--- config.mk ---
export PLATFORM = sky130hd
export DESIGN_NAME = rx_frame_sequencer
export DESIGN_NICKNAME = d
export VERILOG_FILES = /design/src/rtl/rx_frame_sequencer.sv
export SDC_FILE = /design/constraint.sdc
export NUM_CORES = 1
export LEC_CHECK = 0
export BUFFER_PORTS_ARGS = -buffer_cell sky130_fd_sc_hd__buf_2
export CORE_MARGIN = 2
export CORE_UTILIZATION = 55
export CTS_BUF_LIST = sky130_fd_sc_hd__clkbuf_4 sky130_fd_sc_hd__clkbuf_8 sky130_fd_sc_hd__clkbuf_16
export DETAILED_ROUTE_END_ITERATION = 10
export PLACE_DENSITY_LB_ADDON = 0.08
export SYNTH_ARGS = -nofsm -noshare
export SYNTH_HDL_FRONTEND = slang
export SYNTH_SLANG_ARGS = --single-unit
--- constraint.sdc ---
create_clock -name Clock -period 2.4 [get_ports Clock]
set_input_delay 0.48 -clock Clock [delete_from_list [all_inputs] [get_ports Clock]]
set_output_delay 0.48 -clock Clock [all_outputs]
set_load 0.02 [all_outputs]
--- src/rtl/rx_frame_sequencer.sv ---
// rx_frame_sequencer: hunts preamble, locks on SFD, captures the length
// header and gates exactly that many payload bits into the receive datapath.
module rx_frame_sequencer #(
    parameter int               PRE_MIN      = 16,
    parameter int               SFD_W        = 8,
    parameter logic [SFD_W-1:0] SFD          = 8'b11010000,
    parameter int               LEN_W        = 12,
    parameter int               MAX_LEN      = 1024,
    parameter int               SYNC_TIMEOUT = 128
) (
    input  logic             Clock,
    input  logic             Reset,
    input  logic             Input,
    input  logic             Abort,
    output logic             DataOut,
    output logic             DataEnable,
    output logic             FrameStart,
    output logic             FrameEnd,
    output logic [LEN_W-1:0] Length,
    output logic             Error
);

    localparam int TO_W  = $clog2(SYNC_TIMEOUT + 1);
    localparam int CNT_W = (LEN_W > TO_W) ? LEN_W : TO_W;
    localparam int TC_W  = $clog2(PRE_MIN + 1);

    localparam logic [TC_W-1:0]  PRE_C    = TC_W'(PRE_MIN);
    localparam logic [TC_W-1:0]  TC_ONE   = TC_W'(1);
    localparam logic [CNT_W-1:0] TO_C     = CNT_W'(SYNC_TIMEOUT);
    localparam logic [CNT_W-1:0] HDR_LAST = CNT_W'(LEN_W - 1);
    localparam logic [CNT_W-1:0] ONE_C    = CNT_W'(1);
    localparam logic [LEN_W-1:0] MAX_C    = LEN_W'(MAX_LEN);

    typedef enum logic [1:0] {
        HUNT,
        SYNC,
        HEADER,
        PAYLOAD
    } state_e;

    state_e state_q, state_d;

    logic             prev_q;
    logic [SFD_W-1:0] sr_q, sr_d;
    logic [TC_W-1:0]  tcnt_q, tcnt_d;
    logic [CNT_W-1:0] cnt_q, cnt_d;
    logic [LEN_W-1:0] shd_q, shd_d;
    logic [LEN_W-1:0] len_q, len_d;
    logic             de_q, de_d;
    logic             fs_q, fs_d;
    logic             fe_q, fe_d;
    logic             err_q, err_d;

    logic             trans;
    logic [LEN_W-1:0] shd_nxt;
    logic             len_ok;
    logic             hdr_last;

    assign trans    = (Input != prev_q);
    assign shd_nxt  = {shd_q[LEN_W-2:0], Input};
    assign len_ok   = (shd_nxt != '0) && (shd_nxt <= MAX_C);
    assign hdr_last = (cnt_q == HDR_LAST);

    always_ff @(posedge Clock or negedge Reset) begin
        if (!Reset) begin
            state_q <= HUNT;
            prev_q  <= 1'b0;
            sr_q    <= '0;
            tcnt_q  <= '0;
            cnt_q   <= '0;
            shd_q   <= '0;
            len_q   <= '0;
            de_q    <= 1'b0;
            fs_q    <= 1'b0;
            fe_q    <= 1'b0;
            err_q   <= 1'b0;
        end else begin
            state_q <= state_d;
            prev_q  <= Input;
            sr_q    <= sr_d;
            tcnt_q  <= tcnt_d;
            cnt_q   <= cnt_d;
            shd_q   <= shd_d;
            len_q   <= len_d;
            de_q    <= de_d;
            fs_q    <= fs_d;
            fe_q    <= fe_d;
            err_q   <= err_d;
        end
    end

    always_comb begin
        state_d = state_q;
        sr_d    = {sr_q[SFD_W-2:0], Input};
        tcnt_d  = '0;
        cnt_d   = cnt_q;
        shd_d   = shd_q;
        len_d   = len_q;
        if (Abort) begin
            state_d = HUNT;
            cnt_d   = '0;
        end else begin
            unique case (state_q)
                HUNT: begin
                    tcnt_d = trans ? (tcnt_q + TC_ONE) : '0;
                    if (tcnt_d == PRE_C) begin
                        state_d = SYNC;
                        tcnt_d  = '0;
                        cnt_d   = '0;
                    end
                end
                SYNC: begin
                    cnt_d = cnt_q + ONE_C;
                    // A delimiter on the timeout bit still locks
                    if (sr_d == SFD) begin
                        state_d = HEADER;
                        cnt_d   = '0;
                    end else if (cnt_d == TO_C) begin
                        state_d = HUNT;
                        cnt_d   = '0;
                    end
                end
                HEADER: begin
                    shd_d = shd_nxt;
                    cnt_d = cnt_q + ONE_C;
                    if (hdr_last) begin
                        if (len_ok) begin
                            state_d = PAYLOAD;
                            len_d   = shd_nxt;
                            cnt_d   = CNT_W'(shd_nxt);
                        end else begin
                            state_d = HUNT;
                            cnt_d   = '0;
                        end
                    end
                end
                PAYLOAD: begin
                    cnt_d = cnt_q - ONE_C;
                    if (cnt_q == ONE_C) begin
                        state_d = HUNT;
                    end
                end
            endcase
        end
    end

    always_comb begin
        de_d  = (state_d == PAYLOAD);
        fs_d  = 1'b0;
        fe_d  = 1'b0;
        err_d = 1'b0;
        if (Abort) begin
            err_d = (state_q == HEADER) || (state_q == PAYLOAD);
        end else begin
            unique case (state_q)
                HUNT: begin
                    err_d = 1'b0;
                end
                SYNC: begin
                    err_d = (state_d == HUNT);
                end
                HEADER: begin
                    err_d = hdr_last && !len_ok;
                    fs_d  = hdr_last && len_ok;
                end
                PAYLOAD: begin
                    fe_d = (state_d == HUNT);
                end
            endcase
        end
    end

    assign DataOut    = Input & de_q;
    assign DataEnable = de_q;
    assign FrameStart = fs_q;
    assign FrameEnd   = fe_q;
    assign Length     = len_q;
    assign Error      = err_q;

endmodule
==> results of run 1 <==
flip-flops by register name (all words and copies together) (netlist names):
name / cells
FrameStart: 1
tcnt_q: 5
DataEnable: 1
sr_q: 7
shd_q: 11
Length: 12
cnt_q: 12
state_q: 2
Error: 1
FrameEnd: 1
per-layer routing:
layer / GRT usage (%) / part of all wire (%)
met1: 39.9 / 41
met2: 45.3 / 48
met3: 4.38 / 7.2
met4: 10.3 / 3.3
met5: 0 / 0
kinds of logic (layout without fill, tap and decap cells):
kind of cell               count (synthesis)  count (layout)  synth area share, %
adders and majority gates                 10              10                 3.88
DFF                                       53              53                 41.1
muxes                                     20              20                 6.98
AOI/OAI and AO/OA                         81              81                 19.1
xor gates and xnor gates                  13              13                 3.53
and+or+nand+nor                          117             117                 20.7
buffers and inverters                     37             113                 4.65
Yosys cell counts (4+ instances only):
cell | count | area share, %
a2111oi_0 | 5 | 1.4
a21oi_1 | 8 | 1.2
a22o_1 | 5 | 1.4
a31o_2 | 5 | 1.4
a31oi_1 | 10 | 1.9
and2_1 | 5 | 0.97
and3_1 | 5 | 0.97
buf_2 | 5 | 0.78
clkbuf_1 | 12 | 1.4
dfrtp_1 | 53 | 41
ha_1 | 10 | 3.9
inv_1 | 17 | 2.0
mux2_2 | 19 | 6.6
nand2_1 | 26 | 3.0
nand3_1 | 16 | 2.5
nand4_1 | 5 | 0.97
nand4b_1 | 4 | 1.1
nor2_1 | 21 | 2.4
nor3_1 | 6 | 0.93
nor4_1 | 4 | 0.78
o21ai_0 | 13 | 2.0
o221ai_1 | 4 | 1.1
o311ai_0 | 5 | 1.4
xnor2_1 | 7 | 1.9
xor2_1 | 6 | 1.6
critical path: stages (launching register included):
cell and delay (ns):
dfrtp_1 0.40, ha_1 0.34, or4b_4 0.56, o22ai_4 0.16, a31oi_4 0.12, buf_6 0.16, buf_6 0.13, a31oi_4 0.15
o31a_1 0.21, o221ai_2 0.11
placed cells by master, fill, tap and decap left out, drive strengths merged, types with 3 or more instances in the layout:
| cell | count |
|---|---|
| buf | 88 |
| dfrtp | 53 |
| nand2 | 26 |
| nor2 | 22 |
| mux2 | 20 |
| inv | 18 |
| nand3 | 16 |
| o21ai | 15 |
| ha | 10 |
| a31oi | 10 |
| a21oi | 8 |
| xnor2 | 7 |
| nor4 | 7 |
| xor2 | 6 |
| nor3 | 6 |
| nand4 | 5 |
| a22o | 5 |
| clkbuf | 5 |
| and3 | 5 |
| and2 | 5 |
| a2111oi | 5 |
| a31o | 5 |
| o311ai | 5 |
| nand4b | 4 |
| o221ai | 4 |
| or4 | 3 |
| nor3b | 3 |
| and4 | 3 |
| o31ai | 3 |
| o32ai | 3 |
power by group through the flow:
| stage | registers, W | clock network (W) | logic [W] |
|---|---|---|---|
| finish | 0.00100 | 0.000738 | 0.000548 |
| global route | 0.00101 | 0.000779 | 0.000580 |
| CTS | 0.00100 | 0.000742 | 0.000447 |
| detailed placement | 0.00102 | 0 | 0.000438 |
| global placement | 0.00101 | 0 | 0.000428 |
| floorplan | 0.00102 | 0 | 0.000216 |
worst max path at each step:
stage | slack (ns) | endpoint
2_1_floorplan | 0.003 | cnt_q[1]
3_3_place_gp | -0.006 | Error
4_1_cts | 0.002 | FrameEnd
5_1_grt | -0.11 | cnt_q[6]
3_5_place_dp | -0.04 | Length[0]
6_report | -0.06 | cnt_q[6]
cell type report:
cell class | count | area share [%]
tap | 72 | 2.09
inverter | 17 | 1.48
timing repair buffer | 88 | 14.9
sequential | 53 | 30.8
multi-input combinational | 241 | 47.5
clock buffer | 5 | 1.60
clock inverter | 3 | 1.60
repair_timing:
action | CTS | global route
pin swaps | 0 | 15
endpoints found under the setup margin | 4 | 15
cloned | 0 | 1
setup buffers | 0 | 4
hold buffers | 0 | 0
resized for setup | 1 | 71
through the flow:
step | power (W) | utilization [%] | TNS, ns | hold WS (ns)
finish | 0.00229 | 77.3 | -0.228 | 0.275
global route | 0.00237 | 77.3 | -0.981 | 0.344
CTS | 0.00219 | 70.8 | 0 | 0.308
detailed placement | 0.00146 | 68.2 | -0.465 | 0.364
global placement | 0.00144 | 68.2 | -0.00615 | 0.350
floorplan | 0.00123 | - | 0 | 0.184
==> results_dict.tcl, run 1 <==
set metrics [dict create \
    drc 0 \
    dpl-instance-area_sq_um 3800 \
    clock_path_buffers 2 \
    place_ws_ns -0.0425 \
    ys.flop_type "dfrtp_1" \
    cts.sink_count 53 \
    hold_violations 0 \
    die-area_sq_um 6490 \
    violations "setup timing" \
    hpwl_mm 6.27 \
    fin_nets 420 \
    pwr-share-comb_pct 23.9 \
    final_cell_count_no_fill 479 \
    io_pins 21 \
    antenna_found_initial 0 \
    regArea_sq_um 1330 \
    p_sw_share_pct 29.7 \
    r2r-end "cnt_q[6]" \
    worst_slack_ns -0.0620 \
    hp-class "in2async" \
    syn-num-nets 345 \
    drive_gt1_share_pct 39.8 \
    ys_types 64 \
    cellPowerDensity_nw_per_um2 531 \
    clock.fmax_mhz 406 \
    gp_congestion 0.946 \
    p_leak_nw 1.90 \
    netlist_area_sq_um 3230 \
    setup_viol 7 \
    area_growth_pct 33.6 \
    viasPerCell 6.59 \
    reg2reg_depth 9 \
    place_inst 466 \
    multi_input_area_sq_um 2050 \
    cp.required_ns 2.59 \
    initial_utilization_pct 57.9 \
    rows 27 \
    yosysWarnings 0 \
    start_kind "flip-flop" \
    cp_max_fo 5 \
    cts_made_buffers 5 \
    slew_headroom_pct 45.6 \
    rsz0062_at_grt "yes" \
    die_x_microns 80.6 \
    p_int_w 0.00161 \
    p_sw_w 0.000679 \
    async_reset_ff_share_pct 100 \
    wl_mm 9.84 \
    n_antenna_cell 0 \
    wl_per_cell_microns 20.5 \
    grt_pass1_wl_mm 14.3 \
    r2r_slack_ns -0.06 \
    fillers 385 \
    core_sq_um 5570 \
    port_buffers 20 \
    postRouteAntennaNets 0 \
    crit_arrival_ns 2.66 \
    drv_cap 0 \
    period_share_pct 103 \
    startpoint "tcnt_q[1]" \
    worst_pin_slew_ns 0.813 \
    first_global_vias 2899 \
    synthCells 331 \
    grt_overflow_total 0 \
    htree_levels 2 \
    cts_tree "yes" \
    power_frac_clock_pct 32.3 \
    synth_edf_count 0 \
    period_needed_ns 2.46 \
    clock_skew_ns 0.00997 \
    path_clk_slew_ns 0.11 \
    clock_latency_ns 0.31 \
    drt_pass1_iterations 5 \
    endpoint_kind "flip-flop" \
    fin_area_sq_um 4310 \
    ir_worst_vdd_mv 0.448 \
    track_usage_pct 28.6 \
    drt_first_iter_violations 253 \
    die_h_microns 80.6 \
    seqPwrFrac_pct 43.8 \
    slew_violations 0 \
    status "finished, violations left" \
    dr_total_vias 3156 \
    ys_seq_area_share_pct 41.1 \
    r2r_start "tcnt_q[1]" \
    avgSynthCellArea_sq_um 9.74 \
    grt_max_degree 54 \
    worstSetupPathType "reg2reg" \
    cts_root_buf "clkbuf_8" \
    synth_seq_cells 53 \
]
No activity file was read; power rests on OpenSTA's default activity.
==> run 2, diff against run 1 <==
- ABC_AREA: not set -> 1
- CORE_UTILIZATION: 55 -> 54
- REMOVE_ABC_BUFFERS: not set -> 1
==> run 2 against run 1 <==
The flow now finishes without violations. Total power up 14%. Critical endpoint is now cnt_q[5]. Clock power down 13%. Via count down 15%. Area after synthesis down 5.7%.
==> results_dict.tcl, run 2 <==
set metrics [dict create \
    place_ws_ns 0.0854 \
    final_common_cell "nand2_1" \
    core_sq_um 5470 \
    gp_congestion 0.914 \
    period_needed_ns 2.19 \
    cts_resized 0 \
    p_leak_nw 1.69 \
    die_h_microns 79.1 \
    n_antenna_cell 0 \
    synth.area.top_cells "dfrtp_1 44%, nand2_1 13%, inv_1 7.8%" \
    power_frac_clock_pct 24.7 \
    ir_worst_vdd_mv 0.398 \
    synth_seq_cells 53 \
    synth_edf_count 0 \
    period_share_pct 91.1 \
    crit_arrival_ns 2.43 \
    synthCells 407 \
    fin_nets 448 \
    slew_headroom_pct 56.0 \
    critPathMostFrequentCell "nand2_2" \
    initial_utilization_pct 55.6 \
    regArea_sq_um 1330 \
    hold_ws_ns 0.270 \
    antenna_found_initial 0 \
    endpoint_kind "flip-flop" \
    synthDominantCellAreaShare_pct 43.6 \
    drt_pass1_iterations 5 \
    rows 27 \
    track_usage_pct 24.6 \
    p_sw_w 0.000987 \
    pwr-share-comb_pct 34.7 \
    worstPathCellList "ha_1, nand3_2, nor2_4, nand2_2, xor2_1, nor2_2, nand2_2, nand2_2, o21ai_2, nand3_1, o211ai_1, nand2_1, o21ai_0" \
    grt_pass1_wl_mm 12.0 \
    wl_mm 6.90 \
    cp.required_ns 2.64 \
    crit_slowest_cell "dfrtp_1" \
    dpl-instance-area_sq_um 3270 \
    hp-class "in2async" \
    wl_per_cell_microns 13.6 \
    yosysWarnings 0 \
    worst_slack_ns 0.213 \
    async_reset_ff_share_pct 100 \
    die-area_sq_um 6250 \
    cellPowerDensity_nw_per_um2 766 \
    clock.fmax_mhz 457 \
    htree_levels 2 \
    postRouteAntennaNets 0 \
    synth.largest_area_cell "dfrtp_1" \
    first_global_vias 2597 \
    fin_area_sq_um 3390 \
    worst_pin_slew_ns 0.660 \
    holdBufCountCts 0 \
    synth_common_cells "104 x nand2_1, 63 x inv_1, 53 x dfrtp_1" \
    port_buffers 20 \
    ys_types 34 \
    synth.most_common_cell "nand2_1" \
    clock_latency_ns 0.32 \
    drv_cap 0 \
    area_growth_pct 11.5 \
    grt_max_degree 54 \
    crit_family "simple AND/OR/NAND/NOR gates" \
    p_int_w 0.00161 \
    start_kind "flip-flop" \
    rsz0062_at_grt "no" \
    cpPeakStageDelay_ns 0.43 \
    critical_path_buf_inv_count 0 \
    netlist_area_sq_um 3040 \
    cts_made_buffers 5 \
    slew_violations 0 \
    multi_input_area_sq_um 1440 \
    grt_overflow_total 0 \
    clock_skew_ns 0.00997 \
    cts_tree "yes" \
    cts.sink_count 53 \
    hpwl_mm 5.07 \
    die_x_microns 79.1 \
    clock_path_buffers 2 \
    path_clk_slew_ns 0.10 \
    avgSynthCellArea_sq_um 7.48 \
    seqPwrFrac_pct 40.6 \
    drc 0 \
    viasPerCell 5.29 \
    drt_first_iter_violations 262 \
    worstSetupPathType "reg2reg" \
    status "finished, final reports clean" \
    hold_violations 0 \
    io_pins 21 \
    setup_viol 0 \
    dr_total_vias 2682 \
    final_cell_mix "104 x nand2_1, 63 x inv_1, 52 x dfrtp_1" \
    drive_gt1_share_pct 12.6 \
    post_cts_buffers 0 \
    final.setup.tns_ns 0 \
    p_sw_share_pct 38.0 \
    fillers 512 \
    cp_max_fo 7 \
    ys.flop_type "dfrtp_1" \
    cts_root_buf "clkbuf_8" \
    ys_seq_area_share_pct 43.6 \
]
run 2: cell types whose count changed after synthesis, sizes merged, moves of 6 or more:
cell	change
o21ai	+33
nand2	+83
nor2	+13
mux2	-20
xnor2	-6
o211ai	+6
clkbuf	-8
inv	+46
nand3	+10
a31oi	-8
run 2: kinds of logic (layout without fill, tap and decap cells):
kind of cell / after synthesis / count (layout) / synth area share [%]
compound gates: 77 / 77 / 14.2
xor+xnor: 5 / 5 / 1.44
flops: 53 / 53 / 43.6
buf+inv: 72 / 100 / 9.17
fa+ha+maj: 10 / 10 / 4.11
simple gates: 190 / 190 / 27.5
run 2: power by group through the flow:
| stage | clock (W) | combinational (W) | sequential [W] |
|---|---|---|---|
| floorplan | 0 | 0.000598 | 0.00106 |
| global placement | 0 | 0.000886 | 0.00107 |
| detailed placement | 0 | 0.000886 | 0.00107 |
| CTS | 0.000648 | 0.000889 | 0.00105 |
| global route | 0.000685 | 0.00101 | 0.00107 |
| finish | 0.000641 | 0.000902 | 0.00106 |
run 2: worst reg2reg max path: stages, from the launching register on:
cell	delay (ns)
dfrtp_1	0.43
ha_1	0.27
nand3_2	0.16
nor2_4	0.17
nand2_2	0.07
xor2_1	0.22
nor2_2	0.07
nand2_2	0.10
nand2_2	0.07
o21ai_2	0.17
nand3_1	0.13
o211ai_1	0.11
nand2_1	0.07
o21ai_0	0.07
run 2: final cells by class:
class,count,area share [%]
Sequential cell,53,39.1
Inverter,63,6.97
Tap cell,72,2.66
Clock inverter,2,1.11
Timing Repair Buffer,29,5.31
Multi-Input combinational cell,282,42.4
Clock buffer,6,2.43
run 2: path summary, 6_finish.rpt:
check                          from       end  slack (ns)  cells after the start
max                        cnt_q[1]  cnt_q[5]        0.21                     13
min                           Reset  cnt_q[6]        0.27                      2
max reg2reg                cnt_q[1]  cnt_q[5]        0.21                     13
min reg2reg                 sr_q[3]   sr_q[4]        0.38                      0
max in group asynchronous     Reset  cnt_q[0]        1.66                      2
min in group Clock            Input   sr_q[0]        0.29                      1
run 2: stage by stage:
stage          total power, W  utilization, %  std cells
2_1_floorplan         0.00166               -        398
6_report              0.00260            62.0        507
4_1_cts               0.00259            62.0        507
3_3_place_gp          0.00196            59.8        499
5_1_grt               0.00277            62.0        507
3_5_place_dp          0.00196            59.8        499
run 2: routing by layer:
metal / wire (microns) / GRT usage (%)
met2: 3210 / 38.6
met1: 3290 / 34.9
met4: 113 / 8.45
met5: 0 / 0
met3: 295 / 3.86
